[src/rtl/eth_test_pkg.sv]
`default_nettype none
// ============================================================================
// Module      : eth_test_pkg
// Description : Shared definitions for the Ethernet test frame generator:
//               FSM state encoding, PRBS-31 polynomial/seed and payload
//               mode encodings.
// Revision    : 1.0 - initial release
// ============================================================================
package eth_test_pkg;

   localparam int STATE_W = 3;
   typedef logic [STATE_W-1:0] state_t;

   localparam state_t ST_IDLE    = 3'd0;
   localparam state_t ST_HDR     = 3'd1;
   localparam state_t ST_PAYLOAD = 3'd2;
   localparam state_t ST_GAP     = 3'd3;
   localparam state_t ST_DONE    = 3'd4;

   // x^31 + x^28 + 1: feedback taps on state bits 30 and 27
   localparam logic [30:0] PRBS_POLY = 31'h4800_0000;
   localparam logic [30:0] PRBS_SEED = 31'h7FFF_FFFF;

   localparam logic MODE_COUNT = 1'b0;
   localparam logic MODE_PRBS  = 1'b1;

endpackage
`default_nettype wire

[src/rtl/prbs31_gen.sv]
`default_nettype none
// ============================================================================
// Module      : prbs31_gen
// Description : PRBS-31 (x^31+x^28+1) byte generator. Presents BYTES bytes
//               of sequence combinationally from the current state; each
//               byte is 8 consecutive sequence bits, first bit in the LSB,
//               bytes in ascending lane order.
// Ports       : clk, rst_n    - clock, async active-low reset (state -> 0)
//               load          - reseed state to PRBS_SEED
//               advance       - step state by 8*BYTES bits
//               data          - current 8*BYTES-bit word
// Revision    : 1.0 - initial release
// ============================================================================
module prbs31_gen
   import eth_test_pkg::*;
#(
   parameter int BYTES = 1
) (
   input  logic               clk,
   input  logic               rst_n,
   input  logic               load,
   input  logic               advance,
   output logic [8*BYTES-1:0] data
);

   logic [30:0] lfsr;
   logic [30:0] lfsr_next;

   // Unroll 8*BYTES Fibonacci steps; each new feedback bit is also the
   // emitted sequence bit.
   always_comb begin : p_step
      logic [30:0] s;
      logic        fb;
      s    = lfsr;
      fb   = 1'b0;
      data = '0;
      for (int i = 0; i < 8*BYTES; i++) begin
         fb      = ^(s & PRBS_POLY);
         data[i] = fb;
         s       = {s[29:0], fb};
      end
      lfsr_next = s;
   end

   always_ff @(posedge clk or negedge rst_n) begin
      if (!rst_n) begin
         lfsr <= '0;
      end else if (load) begin
         lfsr <= PRBS_SEED;
      end else if (advance) begin
         lfsr <= lfsr_next;
      end
   end

endmodule
`default_nettype wire

[src/rtl/eth_test_frame_gen.sv]
`default_nettype none
// ============================================================================
// Module      : eth_test_frame_gen
// Description : Ethernet test frame source for eth_axis_tx. Emits a header
//               handshake followed by a payload stream of runtime-selected
//               length (counter or PRBS-31 pattern), with optional gap and
//               frame limit, plus frame/byte statistics.
// Ports       : clk, rst_n                 - clock, async active-low reset
//               cfg_enable/length/gap/frame_limit/mode - runtime controls
//               m_eth_hdr_*                - header channel (constant fields)
//               m_eth_payload_axis_*       - AXI-stream payload channel
//               busy, done                 - status
//               frame_count, byte_count    - statistics (wrap, reset-only clear)
// Revision    : 1.0 - initial release
// ============================================================================
module eth_test_frame_gen
   import eth_test_pkg::*;
#(
   parameter int          DATA_WIDTH  = 8,
   parameter bit          KEEP_ENABLE = (DATA_WIDTH > 8),
   parameter int          KEEP_WIDTH  = (DATA_WIDTH / 8),
   parameter logic [47:0] LOCAL_MAC   = 48'h02_00_00_00_00_00,
   parameter logic [47:0] DST_MAC     = 48'h02_00_00_00_00_00,
   parameter logic [15:0] ETH_TYPE    = 16'h88B5,
   parameter int          LEN_WIDTH   = 16,
   parameter int          GAP_WIDTH   = 16
) (
   input  logic                  clk,
   input  logic                  rst_n,
   input  logic                  cfg_enable,
   input  logic [LEN_WIDTH-1:0]  cfg_length,
   input  logic [GAP_WIDTH-1:0]  cfg_gap,
   input  logic [31:0]           cfg_frame_limit,
   input  logic                  cfg_mode,
   output logic                  m_eth_hdr_valid,
   input  logic                  m_eth_hdr_ready,
   output logic [47:0]           m_eth_dest_mac,
   output logic [47:0]           m_eth_src_mac,
   output logic [15:0]           m_eth_type,
   output logic [DATA_WIDTH-1:0] m_eth_payload_axis_tdata,
   output logic [KEEP_WIDTH-1:0] m_eth_payload_axis_tkeep,
   output logic                  m_eth_payload_axis_tvalid,
   input  logic                  m_eth_payload_axis_tready,
   output logic                  m_eth_payload_axis_tlast,
   output logic                  m_eth_payload_axis_tuser,
   output logic                  busy,
   output logic                  done,
   output logic [31:0]           frame_count,
   output logic [47:0]           byte_count
);

   localparam logic [LEN_WIDTH:0] KW_LEN = (LEN_WIDTH+1)'(KEEP_WIDTH);

   state_t                  state;
   state_t                  state_next;

   // Bytes still to send, including the beat currently presented
   logic [LEN_WIDTH-1:0]    len_left;
   logic [GAP_WIDTH-1:0]    gap_lat;
   logic [GAP_WIDTH-1:0]    gap_cnt;
   logic                    mode_lat;
   // Counter-pattern value of lane 0 for the current beat
   logic [7:0]              lane_base;

   logic                    hdr_fire;
   logic                    beat_fire;
   logic                    last_beat;
   logic                    last_fire;
   logic                    hdr_entry;
   logic                    limit_hit;
   logic [KEEP_WIDTH-1:0]   keep_w;
   logic [DATA_WIDTH-1:0]   cnt_data;
   logic [DATA_WIDTH-1:0]   prbs_data;
   logic [47:0]             keep_pop;

   assign m_eth_dest_mac           = DST_MAC;
   assign m_eth_src_mac            = LOCAL_MAC;
   assign m_eth_type               = ETH_TYPE;
   assign m_eth_payload_axis_tuser = 1'b0;

   assign hdr_fire  = m_eth_hdr_valid && m_eth_hdr_ready;
   assign beat_fire = m_eth_payload_axis_tvalid && m_eth_payload_axis_tready;
   assign last_beat = ({1'b0, len_left} <= KW_LEN);
   assign last_fire = beat_fire && last_beat;
   // Covers re-entry straight from PAYLOAD when the gap is zero
   assign hdr_entry = (state_next == ST_HDR) && (state != ST_HDR);
   assign limit_hit = (cfg_frame_limit != 32'd0) &&
                      ((frame_count + 32'd1) == cfg_frame_limit);

   // ---------------------------------------------------------------- lanes
   for (genvar k = 0; k < KEEP_WIDTH; k++) begin : g_lane
      assign cnt_data[8*k +: 8] = lane_base + 8'(k);
   end

   if (KEEP_ENABLE) begin : g_keep_on
      // Lane k is valid while more than k bytes remain
      for (genvar k = 0; k < KEEP_WIDTH; k++) begin : g_keep_lane
         assign keep_w[k] = ({1'b0, len_left} > (LEN_WIDTH+1)'(k));
      end
   end else begin : g_keep_off
      assign keep_w = '1;
   end

   always_comb begin
      keep_pop = '0;
      for (int k = 0; k < KEEP_WIDTH; k++) begin
         keep_pop = keep_pop + 48'(m_eth_payload_axis_tkeep[k]);
      end
   end

   prbs31_gen #(
      .BYTES   (KEEP_WIDTH)
   ) u_prbs (
      .clk     (clk),
      .rst_n   (rst_n),
      .load    (hdr_entry),
      .advance (beat_fire),
      .data    (prbs_data)
   );

   // ----------------------------------------------------------- FSM: state
   always_ff @(posedge clk or negedge rst_n) begin
      if (!rst_n) begin
         state <= ST_IDLE;
      end else begin
         state <= state_next;
      end
   end

   // ------------------------------------------------------ FSM: next state
   always_comb begin
      state_next = state;
      case (state)
         ST_IDLE: begin
            if (cfg_enable) state_next = ST_HDR;
         end
         ST_HDR: begin
            if (hdr_fire) state_next = ST_PAYLOAD;
         end
         ST_PAYLOAD: begin
            if (last_fire) begin
               if (limit_hit)              state_next = ST_DONE;
               else if (gap_lat != '0)     state_next = ST_GAP;
               else if (cfg_enable)        state_next = ST_HDR;
               else                        state_next = ST_IDLE;
            end
         end
         ST_GAP: begin
            if (gap_cnt == GAP_WIDTH'(1)) begin
               state_next = cfg_enable ? ST_HDR : ST_IDLE;
            end
         end
         ST_DONE: begin
            if (!cfg_enable) state_next = ST_IDLE;
         end
         default: state_next = ST_IDLE;
      endcase
   end

   // --------------------------------------------------------- FSM: outputs
   always_comb begin
      m_eth_hdr_valid           = (state == ST_HDR);
      m_eth_payload_axis_tvalid = (state == ST_PAYLOAD);
      m_eth_payload_axis_tlast  = (state == ST_PAYLOAD) && last_beat;
      m_eth_payload_axis_tkeep  = keep_w;
      m_eth_payload_axis_tdata  = (mode_lat == MODE_COUNT) ? cnt_data : prbs_data;
      busy                      = (state != ST_IDLE) && (state != ST_DONE);
      done                      = (state == ST_DONE);
   end

   // ------------------------------------------------------------- datapath
   always_ff @(posedge clk or negedge rst_n) begin
      if (!rst_n) begin
         len_left    <= '0;
         gap_lat     <= '0;
         gap_cnt     <= '0;
         mode_lat    <= MODE_COUNT;
         lane_base   <= '0;
         frame_count <= '0;
         byte_count  <= '0;
      end else begin
         if (hdr_entry) begin
            len_left  <= (cfg_length == '0) ? LEN_WIDTH'(1) : cfg_length;
            gap_lat   <= cfg_gap;
            mode_lat  <= cfg_mode;
            lane_base <= '0;
         end else if (beat_fire) begin
            len_left  <= len_left - KW_LEN[LEN_WIDTH-1:0];
            lane_base <= lane_base + 8'(KEEP_WIDTH);
         end

         if (last_fire) begin
            frame_count <= frame_count + 32'd1;
            gap_cnt     <= gap_lat;
         end else if (state == ST_GAP) begin
            gap_cnt     <= gap_cnt - GAP_WIDTH'(1);
         end

         if (beat_fire) begin
            byte_count <= byte_count + keep_pop;
         end
      end
   end

endmodule
`default_nettype wire

[config.mk]
export PLATFORM = sky130hd
export DESIGN_NAME = eth_test_frame_gen
export DESIGN_NICKNAME = d
export VERILOG_FILES = /design/src/rtl/eth_test_pkg.sv /design/src/rtl/prbs31_gen.sv /design/src/rtl/eth_test_frame_gen.sv
export SDC_FILE = /design/constraint.sdc
export NUM_CORES = 1
export LEC_CHECK = 0
export BUFFER_PORTS_ARGS = -buffer_cell sky130_fd_sc_hd__buf_2
export CAP_MARGIN = 20
export CORE_MARGIN = 5
export CORE_UTILIZATION = 55
export CTS_BUF_LIST = sky130_fd_sc_hd__clkbuf_16
export DETAILED_ROUTE_END_ITERATION = 12
export GPL_TIMING_DRIVEN = 0
export PLACE_DENSITY_LB_ADDON = 0.15
export SETUP_SLACK_MARGIN = 0.4
export SYNTH_ARGS = -nofsm -noshare
export SYNTH_HDL_FRONTEND = slang
export SYNTH_HIERARCHICAL = 1
export SYNTH_SLANG_ARGS = --single-unit
[constraint.sdc]
create_clock -name clk -period 10.55 [get_ports clk]
set_input_delay 2.11 -clock clk [delete_from_list [all_inputs] [get_ports clk]]
set_output_delay 2.11 -clock clk [all_outputs]
set_load 0.01 [all_outputs]
## Yosys cells after proc, flatten, opt, wreduce, memory -nomap -nowiden

Index checks and enable logic that the tools add are counted.

- $lt $le $gt $ge: 1
- $add $sub $neg: 5
- Equality and inequality tests: 9
- Multiply operators: 0
- Bitwise gates (word level): 0
- Shifts and indexed selects: 0
- Reductions and logical operators: 22
- Div/mod/pow operators: 0
- Muxes and demuxes: 19

Operators by type and width:

| cell | number |
|---|---|
| parity 31 bit | 8 |
| two-way mux 16 bit | 5 |
| two-way mux 31 bit | 2 |
| adder 48 x 1 -> 48 bit, second input constant | 1 |
| adder 32 x 1 -> 32 bit, second input constant | 1 |
| == test 32 bit | 1 |
| nonzero test 32 bit | 1 |
| subtractor 16 x 1 -> 16 bit, second input constant | 2 |
| two-way mux 8 bit | 3 |
| two-way mux 3 bit | 6 |
| == test 16 x 1 -> 1 bit, second input constant | 1 |
| less-or-equal comparator 16 x 1 -> 1 bit, second input constant | 1 |
| zero test 16 bit | 1 |
| nonzero test 16 bit | 1 |
| one-hot mux 3 bit (5 select lines) | 1 |
| adder 8 x 1 -> 8 bit, second input constant | 1 |
| logical AND 1 bit | 7 |
| == test 3 x 1 -> 1 bit, second input constant | 2 |
| == test 3 x 2 -> 1 bit, second input constant | 2 |
| nonzero test 2 bit | 2 |
| == test 3 bit, second input constant | 1 |
| zero test 3 bit | 1 |
| != test 3 x 1 -> 1 bit, second input constant | 1 |
| != test 3 bit, second input constant | 1 |
| 3 further kinds | 3 |

- Output and inout bits: 207
- Bits in latches: 0
- Memories: 0
- ROM bits: 0
- Input bits: 70
- Word-level logic and storage cells: 65
- Register bits after elaboration: 171
- Bits in writable memories: 0

## Longest topological paths before layout

- Word-level depth: 9
- Mapped depth: 15

## Modules after synthesis

The synthesis kept the hierarchy.

Modules (own cells, without submodules):

| module | area an instance (µm²) | cells each | instances |
|---|---|---|---|
| eth_test_frame_gen | 9526.6 | 1069 | 1 |
| prbs31_gen | 1413.9 | 121 | 1 |

## Worst setup path after synthesis

Ideal clock, no wire load.

- Kind: input port to flip-flop
- Start point: in cfg_frame_limit[22]
- End point: reg len_left[10]
- Data required time: 10.422 ns
- Arrival: 4.282 ns
- Path buffers: 3
- Slack: 6.140 ns
- Setup time: 0.128 ns
- Stages: 11
- Cells stage by stage: xnor2_1 nand2b_1 o311ai_1 a311oi_1 or3_1 clkbuf_1 or3_1 buf_2 clkbuf_1 nor4_1 nor3_1

- Cells in the longest elaborated chain, start to end: 8
- Elaborated cells between the ends (all ways): 10
- Classes of those cells: eq/ne: 2; mux: 4; reduce/logical: 4

Ends and longest elaborated chain:

| item | RTL line | source |
|---|---|---|
| start: declaration | eth_test_frame_gen.sv:33 | `input logic [31:0] cfg_frame_limit,` |
| == test 32 bit / nonzero test 32 bit (equally long branches) | eth_test_frame_gen.sv:88, eth_test_frame_gen.sv:87 |  |
| logical AND 1 bit (*) | eth_test_frame_gen.sv:87 | `assign limit_hit = (cfg_frame_limit != 32'd0) &&` |
| two-way mux 3 bit (*) | eth_test_frame_gen.sv:142 | `if (limit_hit) state_next = ST_DONE;` |
| two-way mux 3 bit (*) | eth_test_frame_gen.sv:141 | `if (last_fire) begin` |
| one-hot mux 3 bit (5 select lines) (*) | eth_test_frame_gen.sv:133 | `case (state)` |
| == test 3 x 1 -> 1 bit (*) | eth_test_frame_gen.sv:86 | `assign hdr_entry = (state_next == ST_HDR) && (state != ST_HDR);` |
| logical AND 1 bit (*) | eth_test_frame_gen.sv:86 |  |
| two-way mux 16 bit / nonzero test 2 bit (equally long branches) | - |  |
| end signal: assignment | eth_test_frame_gen.sv:183 | `len_left <= (cfg_length == '0) ? LEN_WIDTH'(1) : cfg_length;` |
| end signal: assignment | eth_test_frame_gen.sv:188 | `len_left <= len_left - KW_LEN[LEN_WIDTH-1:0];` |
| end: declaration | eth_test_frame_gen.sv:58 | `logic [LEN_WIDTH-1:0] len_left;` |

Every way passes the cells marked *; elsewhere a longest branch is shown, timed or not.
A chain may end at the register's enable or synchronous reset.

## Final worst setup path

- Start point: in m_eth_payload_axis_tready
- End point: reg byte_count[47]

- Cells in the longest elaborated chain, start to end: 1

Ends and longest elaborated chain:

| item | RTL line | source |
|---|---|---|
| start: declaration | eth_test_frame_gen.sv:43 | `input logic m_eth_payload_axis_tready,` |
| logical AND 1 bit | eth_test_frame_gen.sv:82 | `assign beat_fire = m_eth_payload_axis_tvalid && m_eth_payload_axis_tready;` |
| end signal: assignment | eth_test_frame_gen.sv:200 | `byte_count <= byte_count + keep_pop;` |
| end: declaration | eth_test_frame_gen.sv:49 | `output logic [47:0] byte_count` |

No other way between the ends.

==> impl_metrics.py <==
metrics = {
    "worst_setup_path": {
        "crit_cells": 9,
        "path_buf_inv": 1,
        "crit_arrival_ps": 5140,
        "regToRegStartpoint": "len_left[10]",
        "crit_top_cell": "nand4_1",
        "critPathLaunchType": "primary input",
        "r2r-end": "u_prbs/lfsr[3]",
        "slowest_delay_ps": 690,
        "crit_path_max_fanout": 9,
        "crit_path_end": "byte_count[47]",
        "end_kind": "flip-flop",
        "r2r_slack_ps": 6270,
        "crit_slowest_cell": "nor4bb_1",
        "crit_start": "m_eth_payload_axis_tready",
        "setup.worst_path.class": "primary input to flip-flop",
        "cp.required_ps": 10870,
        "path_cells": "buf_2 -> nor4bb_1 -> nand4_1 -> nor2_1 -> and4_1 -> nand4_1 -> nor2_1 -> nand4_1 -> xnor2_1",
        "r2r_cells": 12,
        "critPathTopFamily": "simple AND/OR/NAND/NOR gates",
    },
    "global_route": {
        "track_usage": 0.240,
        "grt_pass1_wl_mm": 44.2,
        "grt_pass1_vias": 8898,
        "globalRouteOverflowTotal": 0,
        "grt_max_degree": 92,
        "antenna_found_initial": 0,
    },
    "logic_synthesis": {
        "yosysUniqueCellTypes": 72,
        "synth_common_cells": "dfrtp_1 (171), buf_4 (115), xnor2_1 (104)",
        "yosysWarnings": 6,
        "synth_edf_count": 0,
        "avgSynthCellArea_sq_um": 9.19,
        "synth.most_common_cell": "dfrtp_1",
        "ys_ff_latch": 171,
        "syn_inst": 1190,
        "synth_area_leaders": "dfrtp_1 (39%), xnor2_1 (8.3%), buf_4 (7.9%)",
        "yosys_most_used_dff": "dfrtp_1",
        "synth_area_leader_cell": "dfrtp_1",
        "synth.top_cell.area_share": 0.391,
        "syn_area_sq_mm": 0.0109,
        "synth_seq_area_share": 0.391,
        "synthArstFlopShare": 1.00,
    },
    "die": {
        "placementRows": 51,
        "initial_core_util": 0.560,
        "die_y_microns": 151,
        "dieWidth_microns": 151,
        "core_region_area_sq_mm": 0.0195,
        "die_area_sq_mm": 0.0228,
        "ioPinCount": 277,
    },
    "timing": {
        "slew_violations": 0,
        "hold_violations": 0,
        "clock_skew_ps": 14.4,
        "period_needed_ps": 4820,
        "rsz0062_at_grt": "false",
        "max_clock_freq_mhz": 208,
        "slew_headroom": 0.451,
        "setup_viol": 0,
        "tns_ps": 0,
        "fin_crit_sh": 0.457,
        "worstMarginPinSlew_ps": 815,
    },
    "cells_and_area": {
        "layout.cells.non_filler": 1763,
        "nets": 1561,
        "drive_above_1_share": 0.233,
        "finish.utilization": 0.671,
        "area_delta_synth_final_pct": 19.7,
    },
    "placed_design": {
        "placedCellCount": 1730,
        "gp_congestion": 0.949,
        "dp_hpwl_mm": 21.0,
        "port_buffers": 162,
    },
    "cts": {
        "post-cts-setup-buffers": 0,
        "cts_tree": "done",
        "holdBufCountCts": 0,
        "clk_path_buf_depth": 2,
        "worstSkewPairLatency_ps": 440,
        "cts_sinks": 171,
        "htreeDepth": 4,
        "clk_pin_slew_worst_paths_ps": 70,
        "cts_repair_resize_count": 0,
        "numCtsBuffers": 17,
        "root_buffer": "clkbuf_16",
    },
    "routing": {
        "vias": 9493,
        "drc_errors": 0,
        "routed_wl_mm": 28.1,
        "ant_nets": 0,
        "avgRoutedWirePerCell_microns": 15.9,
        "dr.pass1.iters": 5,
        "via_per_inst": 5.38,
        "drt_iter0_markers": 625,
    },
    "outcome": {
        "status": "completed",
    },
    "power": {
        "p_per_area_mw_per_mm2": 104,
        "internal_power_uw": 1010,
        "p_sw_frac": 0.255,
        "pwr-share-comb": 0.078,
        "leakage_uw": 0.00695,
        "p_seq_frac": 0.482,
        "ir_worst_vdd_v": 0.0000992,
        "clkPwrFrac": 0.440,
        "switchingPower_uw": 347,
    },
    "hold_path": {
        "hold_depth": 1,
        "holdCritPathClass": "flip-flop to flip-flop",
    },
    "job": {
        "drv_cap": 0,
    },
}
## per-layer routing
metal	global-route usage	up-vias	routed length, microns
met2	0.387	370	13400
met3	0.0440	49	2090
met1	0.330	4477	12000
met5	0	-	0
li1	-	4597	-
met4	0.0775	0	583
## registers in the layout (all words and copies together) (netlist names)
name / flops
mode_lat: 1
u_prbs/lfsr: 31
lane_base: 8
frame_count: 32
state: 3
gap_cnt: 16
len_left: 16
byte_count: 48
gap_lat: 16
## stage by stage
step	total power [uW]	instance area (sq um)	worst slack (ps)	hold slack, ps
global placement	769	12500	4610	455
global route	1410	13100	5400	495
CTS	1370	13100	5720	482
detailed placement	771	12500	5270	463
floorplan	733	11400	6140	451
finish	1360	13100	5730	476
## how the worst min path moves through the flow
stage | slack (ps) | to | start
after floorplan | 450 | u_prbs/lfsr[21] | u_prbs/lfsr[13]
after global routing | 500 | byte_count[47] | byte_count[47]
final | 480 | u_prbs/lfsr[18] | u_prbs/lfsr[10]
after detailed placement | 460 | u_prbs/lfsr[27] | u_prbs/lfsr[19]
after CTS | 480 | u_prbs/lfsr[18] | u_prbs/lfsr[10]
after global placement | 460 | u_prbs/lfsr[18] | u_prbs/lfsr[10]
## final cells by class
cell class	instances	area, sq um
plain buffers	169	1140
repair buffers	163	848
well taps	265	332
fillers	1647	6430
inverters	41	154
clock buffers	17	425
diodes	1	2.50
multi-input cells	921	5790
flip-flops and latches	171	4280
clock inverters	15	130
## cell families after synthesis
group | synth area share
and+or+nand+nor | 0.234
buffers and inverters | 0.118
DFF | 0.391
AOI/OAI and AO/OA | 0.116
xor gates and xnor gates | 0.121
muxes | 0.0111
adders and majority gates | 0.00801
other | 0.000686
## power by group through the flow
| stage | combinational, uW | clock [uW] | sequential, uW |
|---|---|---|---|
| 3_3_place_gp | 101 | 0 | 668 |
| 6_report | 107 | 599 | 655 |
| 5_1_grt | 118 | 639 | 655 |
| 3_5_place_dp | 104 | 0 | 668 |
| 2_1_floorplan | 65.3 | 0 | 668 |
| 4_1_cts | 104 | 610 | 655 |
## cell usage in the layout, fill, tap and decap left out, types with 34 or more instances in the layout
cell	netlist	final
a211o_1	42	42
buf_2	15	176
buf_4	115	115
clkbuf_1	34	34
conb_1	2	114
dfrtp_1	171	171
inv_1	41	43
nand2_1	83	83
nand3_1	42	42
nor2_1	86	86
nor3_1	65	65
nor4_1	40	40
xnor2_1	104	104
xor2_1	47	47
Power figures use the tool's default switching activity.
